File: config.mk
export PLATFORM = sky130hd
export DESIGN_NAME = secuenciador_display
export DESIGN_NICKNAME = d
export VERILOG_FILES = /design/src/rtl/disp_pkg.sv /design/src/rtl/contador_ticks.sv /design/src/rtl/secuenciador_display.sv
export SDC_FILE = /design/constraint.sdc
export NUM_CORES = 1
export LEC_CHECK = 0
export ABC_AREA = 0
export BUFFER_PORTS_ARGS = -buffer_cell sky130_fd_sc_hd__buf_2
export CORE_UTILIZATION = 40
export DETAILED_ROUTE_END_ITERATION = 8
export GPL_ROUTABILITY_DRIVEN = 0
export PLACE_DENSITY_LB_ADDON = 0.2
export RECOVER_POWER = 25
export SYNTH_ARGS = -nofsm -noshare
export SYNTH_HDL_FRONTEND = slang
export SYNTH_SLANG_ARGS = --single-unit
File: constraint.sdc
create_clock -name clk -period 5.3 [get_ports clk]
set_input_delay 0.53 -clock clk [delete_from_list [all_inputs] [get_ports clk]]
set_output_delay 0.53 -clock clk [all_outputs]
set_load 0.1 [all_outputs]
File: src/rtl/disp_pkg.sv
// disp_pkg: shared types and constants for the multiplexed 7-segment display scheduler
package disp_pkg;
  typedef enum logic {BLANK, SHOW} estado_t;
  localparam int NUM_DIGITOS = 4;
  localparam logic [3:0] ANODO_OFF = 4'b1111;
  typedef logic [3:0] digito_t;
endpackage

File: src/rtl/contador_ticks.sv
// contador_ticks: loadable up-counter with clear and terminal count against a runtime limit
module contador_ticks #(
  parameter int W = 17
) (
  input  logic         clk,
  input  logic         reset,
  input  logic         en,
  input  logic         clr,
  input  logic         load,
  input  logic [W-1:0] load_val,
  input  logic [W-1:0] limit,
  output logic         tc
);
  logic [W-1:0] count;
  always_ff @(posedge clk or posedge reset)
    if (reset) count <= '0;
    else if (clr) count <= '0;
    else if (load) count <= load_val;
    else if (en) count <= count + W'(1);
  assign tc = count == limit;
endmodule

File: src/rtl/secuenciador_display.sv
// secuenciador_display: round-robin 4-digit scan with dead-time blanking; LEADING_ZERO_BLANK_EN hides leading zeros
module secuenciador_display
  import disp_pkg::*;
#(
  parameter int DIGIT_TICKS = 100000,
  parameter int BLANK_TICKS = 1000,
  parameter int CNT_W = 17
) (
  input  logic        clk,
  input  logic        reset,
  input  logic        enable,
  input  logic [15:0] digitos,
  input  logic [3:0]  blank_mask,
  output logic [3:0]  anodo,
  output digito_t     digito,
  output logic [1:0]  digit_sel,
  output logic        frame_done
);
  estado_t state, state_n;
  logic [1:0] sel_n;
  logic [NUM_DIGITOS*4-1:0] snap, snap_n;
  logic [NUM_DIGITOS-1:0] mask, mask_n, lz;
  logic [CNT_W-1:0] limit;
  logic tc;
  assign limit = state == BLANK ? CNT_W'(BLANK_TICKS - 1) : CNT_W'(DIGIT_TICKS - 1);
  contador_ticks #(.W(CNT_W)) u_cnt (
    .clk(clk), .reset(reset), .en(1'b1), .clr(!enable || tc),
    .load(1'b0), .load_val('0), .limit(limit), .tc(tc)
  );
`ifdef LEADING_ZERO_BLANK_EN
  assign lz = {digitos[15:12] == 4'h0, digitos[15:8] == 8'h0, digitos[15:4] == 12'h0, 1'b0};
`else
  assign lz = '0;
`endif
  always_comb begin
    state_n = state;
    sel_n = digit_sel;
    snap_n = snap;
    mask_n = mask;
    if (!enable) begin
      state_n = BLANK;
      sel_n = 2'd0;
    end else if (tc && state == BLANK) begin
      state_n = SHOW;
      snap_n = digit_sel == 2'd0 ? digitos : snap;
      mask_n = digit_sel == 2'd0 ? blank_mask | lz : mask;
    end else if (tc) begin
      state_n = BLANK;
      sel_n = digit_sel + 2'd1;
    end
  end
  // Outputs derive from next-state values so anodes and digit code switch together with the FSM
  always_ff @(posedge clk or posedge reset)
    if (reset) begin
      state <= BLANK;
      digit_sel <= 2'd0;
      snap <= '0;
      mask <= '0;
      anodo <= ANODO_OFF;
      digito <= 4'h0;
      frame_done <= 1'b0;
    end else begin
      state <= state_n;
      digit_sel <= sel_n;
      snap <= snap_n;
      mask <= mask_n;
      anodo <= state_n == SHOW && !mask_n[sel_n] ? ~(4'b0001 << sel_n) : ANODO_OFF;
      digito <= state_n == SHOW ? snap_n[sel_n*4 +: 4] : digito;
      frame_done <= enable && tc && state == SHOW && digit_sel == 2'd3;
    end
endmodule

==> metrics <==
number of flip-flops and latches in the synthesized netlist=just under 50; fraction of power consumed by the clock network=between 30% and 40%; Cells after Synth=between 200 and 250; CP Buf/Inv Count=2; setup slack, reg-to-reg=around 2300 ps; sequential share of power=between 50% and 60%; Min-Delay Startpoint=digitos[13]; average wire per standard cell=approximately 13 um; outcome=complete, but fails checks; count of flip-flops with a built-in enable after synthesis=0; largest cells by area after synthesis=sky130_fd_sc_hd__dfrtp_1 (47%), sky130_fd_sc_hd__mux2_2 (8.1%), sky130_fd_sc_hd__nor2_1 (4.7%); areal power density over the cells=242 mW/mm^2; post-layout minimum cycle time=a little over 3000 ps; IR Drop Worst-Case VDD=99.0 uV; area share of the largest cell type after synthesis=between 40% and 50%; maximum level of the CTS H-tree=2; # DRC=0; final period utilization=57.5%; Core Box Area=0.00561 sq mm; P_int=about 500 uW; number of antenna violations at the first check in global routing=0; WS Path Type=reg2reg; hold worst-path end=snap[13]; pre-CTS setup slack=between 2000 and 2500 ps; number of setup buffers added after CTS=0; number of placement rows=27; share of post-route cells with drive strength above 1=between 30% and 40%; total power draw=657 uW; Die Wd=between 70 and 80 um; end-of-flow core utilization=about half; die area=0.00626 sq mm; routed via count=between 1,500 and 2,000; slew of the pin with the lowest slew margin=about 1800 ps; Antenna Diode Count=0; ys async rst share=100%; root buffer selected by CTS=sky130_fd_sc_hd__clkbuf_8; kind of path behind the tightest hold check=in2reg; portion of the post-synthesis area used by sequential elements=51.8%; worst r2r path cells=11; remaining global-route overflow=0; switching power share of the total=about a quarter; kind of start point of the critical path=flip-flop; CTS tree=yes; Max-slew headroom=-17.7%; wire length after detailed routing=roughly 4300 um; combinational power share=9.2%; most frequent cell on the critical path=sky130_fd_sc_hd__nor2_1; GR met3 Demand/Resource=3.56%; top cell type by total area after synthesis=sky130_fd_sc_hd__dfrtp_1; Maximum Capacitance Violations=1; DP Wirelength=about 3300 um; kind of end point of the critical path=flip-flop; drt first pass iters=5; initial cell density of the core=between 40% and 50%; Worst setup startpoint=u_cnt.count[4]; Setup Viol. Count Final=0; Netlist Area Pre-Place=roughly 0.0024 sq mm; wire length of the first global-routing pass=7620 um; remaining antenna violation count after routing=0; post-synthesis net count=241; Clock Skew=9.29 ps; Chip Height=79.1 um; number of buffers on the longest clock path=2; met2 Use GR=a little under a quarter; number of distinct library cells after synthesis=44; Setup WS post-layout=2250 ps; PostCTS Resize Cnt=0; via count normalized by instance count=approximately 5; Overall Global Routing Usage=roughly 16%; Clock Pin Slew Worst Setup and Hold Paths=90 ps; post-synthesis to final-layout area growth=14.4%; number of slew-limit violations in the final report=50; arrival time worst endpoint=around 3300 ps; clk_lat worst skew=~300 ps; Synth Flop Type=sky130_fd_sc_hd__dfrtp_1; number of top-level design ports=34; worst hold margin=467 ps; number of input and output port buffers inserted=33; global route hottest layer=met2; count of routing violations after the opening detailed-route iteration=about 100; crit-path max FO=20; setup repair after global routing missed its margin=no; Final nets=about 280; Final Hold Viols=0; total leakage power=between 0.001 and 0.0015 uW; pin count of the biggest net entering global routing=50; Post-Route Setup TNS=0 ps; hold-critical path depth=3; delay contributed by the slowest stage of the critical path=roughly 570 ps; synthesis warning total=0; violations in the final reports=capacitance limit, slew limit; Max Clock Freq=between 300 and 400 MHz; Critical Path Slowest Stage Cell=sky130_fd_sc_hd__or4b_4; Reg-to-Reg Start=u_cnt.count[4]; family of cells with the greatest summed delay on the critical path=simple AND/OR/NAND/NOR gates; reg-to-reg critical path endpoint=anodo[3]; Num CTS Buffers=5; total number of clock tree sinks=between 40 and 50; total of hold buffers inserted after clock tree synthesis=0; net switching power=171 uW; number of global-route vias before repair=around 1,700; ordered list of cells on the worst path=or4b_4 -> nor3_4 -> nor2_1 -> nor2_1 -> ha_1 -> nand3_1 -> buf_4 -> mux2_2 -> inv_1 -> o2111a_1 -> or3b_1; data required time of the critical path=between 5000 and 6000 ps; mean area per synthesized cell=approximately 11 sq um; met1 routing resource usage after global routing=between 20% and 30%
-- kinds of logic (layout without fill, tap and decap cells) --
logic type                 Yosys count  after routing  synth area share [%]
adders and majority gates            4              4                  2.11
buffers and inverters               19             58                  3.00
AOI/OAI and AO/OA                   27             27                  8.53
xor gates and xnor gates            14             14                  5.16
and+or+nand+nor                     78             78                  18.7
muxes                               23             23                  10.7
DFF                                 49             49                  51.8
-- worst max path at each step --
stage / endpoint / slack, ps / cells past startpoint
final: anodo[3] / 2250 / 11
after global routing: anodo[3] / 2000 / 11
after CTS: anodo[3] / 2230 / 11
after detailed placement: anodo[3] / 2250 / 11
after global placement: anodo[3] / 2330 / 11
after floorplan: digito[3] / 2060 / 8
-- area by class of cell --
| type | count | area, sq um |
|---|---|---|
| fillers | 551 | 2890 |
| inverters | 15 | 56.3 |
| multi-input cells | 146 | 1070 |
| clock buffers | 6 | 72.6 |
| clock inverters | 2 | 13.8 |
| repair buffers | 35 | 180 |
| flip-flops and latches | 49 | 1230 |
| well taps | 72 | 90.1 |
-- registers in the layout, indices dropped and copies added, names as in the netlist --
name         count
frame_done       1
digit_sel        2
state            1
u_cnt.count     17
anodo            4
digito           4
mask             4
snap            16
-- cell usage after synthesis (5+ instances only) --
| cell | number |
|---|---|
| sky130_fd_sc_hd__a21oi_1 | 5 |
| sky130_fd_sc_hd__nand2_1 | 7 |
| sky130_fd_sc_hd__nand3_1 | 10 |
| sky130_fd_sc_hd__xnor2_1 | 7 |
| sky130_fd_sc_hd__mux2i_1 | 5 |
| sky130_fd_sc_hd__nor2_1 | 30 |
| sky130_fd_sc_hd__nand4_1 | 5 |
| sky130_fd_sc_hd__xor2_1 | 7 |
| sky130_fd_sc_hd__dfrtp_1 | 45 |
| sky130_fd_sc_hd__and4_1 | 5 |
| sky130_fd_sc_hd__inv_1 | 15 |
| sky130_fd_sc_hd__mux2_2 | 17 |
-- power by group through the flow --
| stage | logic (uW) | registers [uW] | clock network (uW) |
|---|---|---|---|
| floorplan | 14.8 | 421 | 0 |
| global placement | 62.6 | 391 | 0 |
| detailed placement | 62.3 | 391 | 0 |
| CTS | 62.3 | 384 | 225 |
| global route | 66.1 | 385 | 240 |
| finish | 60.7 | 384 | 213 |
-- per-layer routing --
| layer | vias up | part of all wire [%] |
|---|---|---|
| li1 | 837 | - |
| met1 | 768 | 51 |
| met2 | 24 | 44 |
| met3 | 5 | 3.2 |
| met4 | 0 | 1.2 |
| met5 | - | 0 |
-- through the flow --
step           cell area, sq um  cells
2_1_floorplan              2380    214
3_3_place_gp               2630    317
3_5_place_dp               2630    317
4_1_cts                    2720    325
5_1_grt                    2720    325
6_report                   2720    325
-- worst min-delay path: stages --
cell,delay [ps]
sky130_fd_sc_hd__buf_2,80
sky130_fd_sc_hd__mux2i_1,70
sky130_fd_sc_hd__inv_1,60
-- cell usage in the layout (no fill, tap or decap), drive strengths merged, types with 2 or more instances in the layout --
master   netlist  layout
nor3           4       4
nand3         10      10
xnor2          7       7
xor2           7       7
dfrtp         45      45
o211ai         4       4
clkbuf         3       6
a221oi         4       4
o2111ai        2       2
and4           5       5
mux2i          6       6
or4            3       3
o31a           3       3
inv           15      16
nand2          7       7
nor2          30      30
and3           3       3
a31oi          4       4
o21ai          3       3
nand4          5       5
a21oi          5       5
mux2          17      17
dfstp          4       4
or2            2       2
ha             4       4
buf            1      35
and2           2       2
(Power assumes the default switching activity.)
